--- config.mk ---
export PLATFORM = sky130hd
export DESIGN_NAME = bf_uart_tx
export DESIGN_NICKNAME = d
export VERILOG_FILES = /design/src/rtl/bf_io_pkg.sv /design/src/rtl/bf_sync_fifo.sv /design/src/rtl/bf_uart_tx.sv
export SDC_FILE = /design/constraint.sdc
export NUM_CORES = 1
export LEC_CHECK = 0
export ABC_CLOCK_PERIOD_IN_PS = 2300
export CAP_MARGIN = 0
export CORE_ASPECT_RATIO = 0.9
export CORE_UTILIZATION = 31
export CTS_CLUSTER_SIZE = 12
export DETAILED_ROUTE_END_ITERATION = 12
export HOLD_SLACK_MARGIN = 0.03
export PLACE_DENSITY = 0.46
export SYNTH_ARGS = -nofsm -noshare
export SYNTH_HDL_FRONTEND = slang
export SYNTH_SLANG_ARGS = --single-unit
--- constraint.sdc ---
create_clock -name clk -period 2.3 [get_ports clk]
set_input_delay 0.46 -clock clk [delete_from_list [all_inputs] [get_ports clk]]
set_output_delay 0.46 -clock clk [all_outputs]
set_load 0.005 [all_outputs]
--- src/rtl/bf_io_pkg.sv ---
// Shared definitions for the brainfuck core's character I/O peripherals.
// Holds the UART framer state encoding and the frame constants.
package bf_io_pkg;

    typedef enum logic [1:0] {
        ST_IDLE  = 2'd0,
        ST_START = 2'd1,
        ST_DATA  = 2'd2,
        ST_STOP  = 2'd3
    } uart_state_e;

    localparam int DATA_BITS           = 8;
    localparam int STOP_BITS           = 1;
    localparam int DEFAULT_CLK_PER_BIT = 868;

endpackage

--- src/rtl/bf_sync_fifo.sv ---
// Byte-wide synchronous FIFO with a sticky overflow flag for dropped writes.
// Read data is taken combinationally from the head entry.
module bf_sync_fifo #(
    parameter int FIFO_DEPTH_LOG2 = 2
) (
    input  logic       clk,
    input  logic       reset,
    input  logic       push,
    input  logic       pop,
    input  logic [7:0] din,
    output logic [7:0] dout,
    output logic       full,
    output logic       empty,
    output logic       overflow
);

    localparam int DEPTH = 1 << FIFO_DEPTH_LOG2;
    localparam logic [FIFO_DEPTH_LOG2:0] COUNT_FULL = (FIFO_DEPTH_LOG2 + 1)'(DEPTH);

    logic [7:0]                 mem_q [DEPTH];
    logic [FIFO_DEPTH_LOG2:0]   count_q, count_d;
    logic [FIFO_DEPTH_LOG2-1:0] wr_ptr_q, wr_ptr_d;
    logic [FIFO_DEPTH_LOG2-1:0] rd_ptr_q, rd_ptr_d;
    logic                       overflow_q, overflow_d;
    logic                       do_push;
    logic                       do_pop;

    assign full     = (count_q == COUNT_FULL);
    assign empty    = (count_q == '0);
    assign dout     = mem_q[rd_ptr_q];
    assign overflow = overflow_q;

    // Fullness is judged on the pre-edge count, so a pop never frees a slot
    // for a push in the same cycle.
    always_comb begin
        do_push    = push && !full;
        do_pop     = pop && !empty;
        wr_ptr_d   = wr_ptr_q;
        rd_ptr_d   = rd_ptr_q;
        count_d    = count_q;
        overflow_d = overflow_q || (push && full);
        if (do_push) begin
            wr_ptr_d = wr_ptr_q + 1'b1;
        end
        if (do_pop) begin
            rd_ptr_d = rd_ptr_q + 1'b1;
        end
        case ({do_push, do_pop})
            2'b10:   count_d = count_q + 1'b1;
            2'b01:   count_d = count_q - 1'b1;
            default: count_d = count_q;
        endcase
    end

    always_ff @(posedge clk) begin
        if (reset) begin
            count_q    <= '0;
            wr_ptr_q   <= '0;
            rd_ptr_q   <= '0;
            overflow_q <= 1'b0;
        end else begin
            count_q    <= count_d;
            wr_ptr_q   <= wr_ptr_d;
            rd_ptr_q   <= rd_ptr_d;
            overflow_q <= overflow_d;
        end
    end

    always_ff @(posedge clk) begin
        if (do_push) begin
            mem_q[wr_ptr_q] <= din;
        end
    end

endmodule

--- src/rtl/bf_uart_tx.sv ---
// UART 8N1 transmitter for the brainfuck core's '.' output strobe.
// Bytes are queued in a small FIFO and framed back-to-back, LSB first.
module bf_uart_tx
    import bf_io_pkg::*;
#(
    parameter int CLK_PER_BIT     = DEFAULT_CLK_PER_BIT,
    parameter int FIFO_DEPTH_LOG2 = 2
) (
    input  logic       clk,
    input  logic       reset,
    input  logic       sendingChar,
    input  logic [7:0] sendedChar,
    output logic       tx_ready,
    output logic       tx,
    output logic       busy,
    output logic       overflow
);

    localparam int BAUD_W = (CLK_PER_BIT > 1) ? $clog2(CLK_PER_BIT) : 1;
    localparam logic [BAUD_W-1:0] BAUD_LAST = BAUD_W'(CLK_PER_BIT - 1);
    localparam logic [2:0] DATA_LAST = 3'(DATA_BITS - 1);
    localparam logic [2:0] STOP_LAST = 3'(STOP_BITS - 1);

    uart_state_e       state_q, state_d;
    logic [BAUD_W-1:0] baud_q, baud_d;
    logic [2:0]        bit_q, bit_d;
    logic [7:0]        shift_q, shift_d;
    logic              tx_q, tx_d;
    logic              pop;
    logic              baud_end;
    logic [7:0]        fifo_dout;
    logic              fifo_full;
    logic              fifo_empty;

    bf_sync_fifo #(
        .FIFO_DEPTH_LOG2(FIFO_DEPTH_LOG2)
    ) u_fifo (
        .clk     (clk),
        .reset   (reset),
        .push    (sendingChar),
        .pop     (pop),
        .din     (sendedChar),
        .dout    (fifo_dout),
        .full    (fifo_full),
        .empty   (fifo_empty),
        .overflow(overflow)
    );

    assign tx_ready = !fifo_full;
    assign tx       = tx_q;
    assign busy     = (state_q != ST_IDLE) || !fifo_empty;
    assign baud_end = (baud_q == BAUD_LAST);

    always_comb begin
        state_d = state_q;
        baud_d  = baud_q;
        bit_d   = bit_q;
        shift_d = shift_q;
        tx_d    = tx_q;
        pop     = 1'b0;
        case (state_q)
            ST_IDLE: begin
                tx_d = 1'b1;
                if (!fifo_empty) begin
                    pop     = 1'b1;
                    shift_d = fifo_dout;
                    tx_d    = 1'b0;
                    baud_d  = '0;
                    state_d = ST_START;
                end
            end
            ST_START: begin
                if (baud_end) begin
                    baud_d  = '0;
                    bit_d   = '0;
                    tx_d    = shift_q[0];
                    state_d = ST_DATA;
                end else begin
                    baud_d = baud_q + 1'b1;
                end
            end
            ST_DATA: begin
                if (baud_end) begin
                    baud_d = '0;
                    if (bit_q == DATA_LAST) begin
                        bit_d   = '0;
                        tx_d    = 1'b1;
                        state_d = ST_STOP;
                    end else begin
                        bit_d   = bit_q + 1'b1;
                        shift_d = shift_q >> 1;
                        tx_d    = shift_q[1];
                    end
                end else begin
                    baud_d = baud_q + 1'b1;
                end
            end
            ST_STOP: begin
                if (baud_end) begin
                    baud_d = '0;
                    if (bit_q != STOP_LAST) begin
                        bit_d = bit_q + 1'b1;
                    end else if (!fifo_empty) begin
                        // Chain straight into the next start bit, no idle gap.
                        pop     = 1'b1;
                        shift_d = fifo_dout;
                        tx_d    = 1'b0;
                        state_d = ST_START;
                    end else begin
                        tx_d    = 1'b1;
                        state_d = ST_IDLE;
                    end
                end else begin
                    baud_d = baud_q + 1'b1;
                end
            end
            default: begin
                tx_d    = 1'b1;
                state_d = ST_IDLE;
            end
        endcase
    end

    always_ff @(posedge clk) begin
        shift_q <= shift_d;
        if (reset) begin
            state_q <= ST_IDLE;
            baud_q  <= '0;
            bit_q   <= '0;
            tx_q    <= 1'b1;
        end else begin
            state_q <= state_d;
            baud_q  <= baud_d;
            bit_q   <= bit_d;
            tx_q    <= tx_d;
        end
    end

endmodule

Word level (Yosys, flattened, before mapping). Memory sizes are Yosys's and may differ from the RTL's. A register that Yosys moved wholly into a read port is not among the register bits. Index checks and enable logic that the tools add are counted.

Bits in registers: 32. Memory bits (writable): 32. Bits of input ports: 11. Output and inout bits: 4. Logic and storage cells: 90. Memories kept: 1.

Memories: u_fifo.mem_q (words 4, bits a word 8, rd ports 1, clocked after Yosys merged registers in 1, write ports 1, line bf_sync_fifo.sv:20) `logic [7:0] mem_q [DEPTH];`.

Add/subtract/negate cells: 6. Eq/ne operators: 16. Mux-type cells: 39. Reduce and logical (&&, ||, !) cells: 19.

Operators by type and width (number): $mux W8 (5); $pmux W8 S3 (1); $mux W10 (2); $pmux W10 S2 (1); $mux W2 (8); $ne A2 B2 Y1 const B (8); $mux W3 (5); $mux W1 (12); $add A10 B1 Y10 const B (1); $eq A10 B10 Y1 const B (1); $reduce_and A5 Y1 (2); $pmux W3 S3 (1); $reduce_bool A3 Y1 (3); $pmux W2 S4 (1); $add A3 B1 Y3 const B (2); $eq A2 B2 Y1 const B (3); $eq A3 B3 Y1 const B (2); $pmux W3 S2 (1); $reduce_and A6 Y1 (1); $add A2 B1 Y2 const B (2); $eq A2 B1 Y1 const B (2); $pmux W1 S4 (1); $reduce_and A4 Y1 (1); $reduce_bool A2 Y1 (2); other kinds (8) (12).

Longest topological paths before layout.
Depth after elaboration: 8. Gate-level depth with buffers: 11. Gate-level depth less buffers: 11.

By module. Synthesis repeated with hierarchy kept, for this count alone.

Cell total of the unflattened synthesis: 240. Area, all modules: 3051.7 um2.

Modules (own cells, without submodules): bf_sync_fifo (instances 1, cells each 99, area each 1664.1 um2, sequential area each 1161.1 um2); bf_uart_tx (instances 1, cells each 141, area each 1387.6 um2, sequential area each 560.5 um2).

Worst setup path before layout. No wires, ideal clock.

Path kind: register to register. Start point: register state_q[1]. End point: register u_fifo.count_q[2]. Setup time: 0.070 ns. Arrival: 2.331 ns. Required time: 2.230 ns. Slack: -0.101 ns. Cell stages (with the launch flop): 12. Buffers on the path: 1. Period minus slack after synthesis: 2.401 ns. Path through: dfxtp_1 > ha_1 > clkbuf_8 > and3b_1 > a41oi_4 > nor3_1 > ha_1 > inv_1 > fa_1 > xor2_1 > or3_1 > a21oi_1.

Word-level cells in the longest chain between the ends: 5. Elaborated cells between the ends (all ways): 8. Classes of those cells: 3 x eq/ne; 2 x mux; 3 x reduce/logical.

RTL lines: from (decl) (line bf_uart_tx.sv:24) `uart_state_e state_q, state_d;`; from (signal assigned) (line bf_uart_tx.sv:132) `state_q <= state_d;`; $eq A2 B2 Y1 or $logic_not A2 Y1 (tied branches) (line bf_uart_tx.sv:61) `case (state_q)`; $pmux W1 S2 (*) (line bf_uart_tx.sv:61); $logic_and A1 B1 Y1 (*) (line bf_sync_fifo.sv:37) `do_pop = pop && !empty;`; net u_fifo.do_pop (line bf_sync_fifo.sv:26) `logic do_pop;`; $eq A2 B1 Y1 or $eq A2 B2 Y1 (tied branches) (line bf_sync_fifo.sv:48) `case ({do_push, do_pop})`; $pmux W3 S2 or $reduce_bool A2 Y1 (tied branches); to (signal assigned) (line bf_sync_fifo.sv:62) `count_q <= count_d;`; to (decl) (line bf_sync_fifo.sv:21) `logic [FIFO_DEPTH_LOG2:0] count_q, count_d;`.

Mark *: on every way through the listed nets, which the timed path passes. The rest lies on a longest branch. A chain may end at the register's enable or synchronous reset.

Worst setup path after layout.
Start point: register baud_q[0]. End point: register u_fifo.count_q[2].

Word-level cells in the longest chain between the ends: 6. Elaborated cells between the ends (all ways): 8. Classes of those cells: 3 x eq/ne; 3 x mux; 2 x reduce/logical.

RTL lines: from (decl) (line bf_uart_tx.sv:25) `logic [BAUD_W-1:0] baud_q, baud_d;`; from (signal assigned) (line bf_uart_tx.sv:133) `baud_q <= baud_d;`; $eq A10 B10 Y1 (*) (line bf_uart_tx.sv:52) `assign baud_end = (baud_q == BAUD_LAST);`; $mux W1 (*) (line bf_uart_tx.sv:99) `if (baud_end) begin`; $pmux W1 S2 (*) (line bf_uart_tx.sv:61); $logic_and A1 B1 Y1 (*) (line bf_sync_fifo.sv:37); net u_fifo.do_pop (line bf_sync_fifo.sv:26); $eq A2 B1 Y1 or $eq A2 B2 Y1 (tied branches) (line bf_sync_fifo.sv:48); $pmux W3 S2 or $reduce_bool A2 Y1 (tied branches).

Marked as above.

==> impl_metrics.json <==
{
  "avgRoutedWirePerCell_um": 14.1,
  "syn-num-nets": 259,
  "crit_path_top_delay_cell": "dfxtp_2",
  "cts_sinks": 66,
  "synth_cells": 233,
  "start_util_pct": 32.5,
  "cts.clk_slew.worst_paths_ns": 0.08,
  "io_pins": 15,
  "die-height_um": 95.4,
  "maxCapViolCount": 0,
  "crit_family": "simple AND/OR/NAND/NOR gates",
  "stdcell_area_sq_mm": 0.00385,
  "relSlewSlack_pct": 67.8,
  "rows": 33,
  "cts_max_level": 3,
  "cp_num_buf_inv": 1,
  "synth-edff-count": 40,
  "antenna_found_initial": 0,
  "tightest_slew_ns": 0.483,
  "setup_violations": 0,
  "fin_skew_ns": 0.00953,
  "leakagePower_nw": 1.44,
  "globalplace.congestion": 0.743,
  "startpoint_type": "flip-flop",
  "crit_type": "reg2reg",
  "die_area_sq_mm": 0.0101,
  "synthTopCellsByArea": "edfxtp_1 40%, dfxtp_1 17%, mux4_2 6.0%",
  "post_synth.cell_area_avg_sq_um": 12.9,
  "rsz0062_at_grt": "true",
  "slowest_delay_ns": 0.36,
  "yosys.area.top_type": "edfxtp_1",
  "insertion_delay_ns": 0.34,
  "routed_wl_um": 5920,
  "yosysSeqAreaShare_pct": 57.3,
  "netlist-cell-type-count": 50,
  "place_area_sq_mm": 0.00352,
  "antennaDiodeCount": 0,
  "nNetsFinal": 318,
  "first_iter_violations": 68,
  "die_w_um": 106,
  "first_global_vias": 2016,
  "synth.most_common_cell": "edfxtp_1",
  "ys_seq_elements": 66,
  "routed-via-count": 1973,
  "yosysWarnings": 0,
  "cp_data_arrival_time_ns": 2.54,
  "grt_pass1_wl_um": 9890,
  "report.final.slew_viol_count": 0,
  "grt_max_degree": 16,
  "synth_area_sq_mm": 0.00301,
  "grtUsageTotal_pct": 13.0,
  "yosys.area.top_type_share_pct": 40.0,
  "hold_viol": 0,
  "crit_fanout": 2,
  "min_period_ns": 2.26,
  "required_ns": 2.58,
  "status": "complete, no violations",
  "area_growth_pct": 28.0,
  "root_buffer": "clkbuf_8",
  "async_flop_share_pct": 0,
  "cp-end-kind": "flip-flop",
  "worst_hold_path_type": "reg2reg",
  "dpl.hpwl_um": 4200,
  "cts_tree": "done",
  "antenna_left": 0,
  "io_buffers": 14,
  "drive_gt1_share_pct": 29.6,
  "drc": 0,
  "synthFlopType": "edfxtp_1",
  "min_period_over_period_pct": 98.2,
  "ys_top_cells_by_count": "40 x edfxtp_1, 26 x dfxtp_1, 21 x nor2_1, 14 x ha_1",
  "irDropWorstVdd_mv": 0.391,
  "via_per_inst": 4.71,
  "core_area_sq_mm": 0.00925,
  "max_freq_mhz": 443,
  "total_power_mw": 4.81,
  "drt_first_pass_iters": 4,
  "cts-buffers-inserted": 9,
  "pwr_density_cell_mw_per_mm2": 1250,
  "grt-ovfl-total": 0,
  "cp_cell_sequence": "ha_4 > and4b_2 > a41oi_4 > nor3_2 > ha_2 > inv_2 > fa_2 > xor2_1 > or3_1 > a21oi_1",
  "cts.path.max_buffers": 2
}
[path summary, 6_finish.rpt]
| check | from | end | slack (ns) | cells after the start |
|---|---|---|---|---|
| worst max-delay path | baud_q[0] | u_fifo.count_q[2] | 0.04 | 10 |
| worst min-delay path | u_fifo.rd_ptr_q[1] | flip-flop | 0.48 | 2 |
| worst min register to register | u_fifo.rd_ptr_q[1] | flip-flop | 0.48 | 2 |
| worst max register to register | baud_q[0] | u_fifo.count_q[2] | 0.04 | 10 |
[final cells by class]
cell class,count,area [sq um]
fillers,891,5400
flip-flops and latches,66,1730
multi-input cells,148,1240
repair buffers,55,448
well taps,122,153
clock buffers,9,124
clock inverters,7,108
inverters,12,45.0
[through the flow]
step | setup WS [ns] | hold WS [ns] | util [%] | std cells | setup TNS, ns
final | 0.0414 | 0.478 | 41.6 | 419 | 0
after global routing | -0.0652 | 0.506 | 41.6 | 419 | -0.104
after CTS | -0.0433 | 0.478 | 41.2 | 416 | -0.0433
after detailed placement | -0.0704 | 0.469 | 38.1 | 395 | -0.0704
after global placement | -0.0327 | 0.461 | 38.1 | 395 | -0.0327
after floorplan | -0.0144 | 0.447 | - | 233 | -0.0144
[cell families (layout without fill, tap and decap cells)]
family / Yosys count / in the layout / share of synthesized area (%)
AOI/OAI and AO/OA: 43 / 43 / 10.6
and+or+nand+nor: 69 / 69 / 13.0
DFF: 66 / 66 / 57.3
buffers and inverters: 19 / 83 / 2.79
xor gates and xnor gates: 12 / 12 / 3.50
adders and majority gates: 15 / 15 / 6.49
muxes: 9 / 9 / 6.33
[per-layer routing]
layer	vias to the layer above	global-route usage (%)	wire (um)
met1	946	16.8	2940
met5	-	0	0
li1	997	-	-
met2	23	20.8	2720
met3	7	3.90	176
met4	0	4.28	82
[power by group]
| group | leakage, nW | switching, mW | internal [mW] |
|---|---|---|---|
| clock network | 0.114 | 0.500 | 0.633 |
| registers | 0.586 | 0.110 | 1.56 |
| logic | 0.741 | 1.01 | 0.999 |
| total | 1.44 | 1.62 | 3.19 |
[worst register-to-register path: cells and delay by family, from the launching register on]
family | cells | cell delay (ns)
compound gates | 2 | 0.26
flops | 1 | 0.36
xor+xnor | 1 | 0.15
fa+ha+maj | 3 | 0.67
simple gates | 3 | 0.73
buf+inv | 1 | 0.04
[timing repair]
item	CTS	global route
resized for setup	11	1
hold buffers	0	0
setup buffers	5	3
setup endpoints to repair	2	3
pin swaps	7	3
[cells in the final DEF (no fill, tap or decap), drive strengths merged, types with 7 or more instances in the layout]
cell	Yosys	layout
edfxtp	40	40
dfxtp	26	26
xor2	10	10
inv	12	16
buf	2	41
nand2	10	10
nor2	21	21
ha	14	14
mux4	8	8
a22o	7	7
clkbuf	5	9
clkdlybuf4s50	0	14
a21oi	12	12
[state kept, by name, indices dropped and copies added, names as in the netlist, named ones only]
register,cells
u_fifo.rd_ptr_q,2
u_fifo.count_q,3
u_fifo.wr_ptr_q,2
tx,1
u_fifo.mem_q,32
state_q,2
u_fifo.overflow,1
baud_q,10
shift_q,8
bit_q,3
No activity file was read; power rests on OpenSTA's default activity.
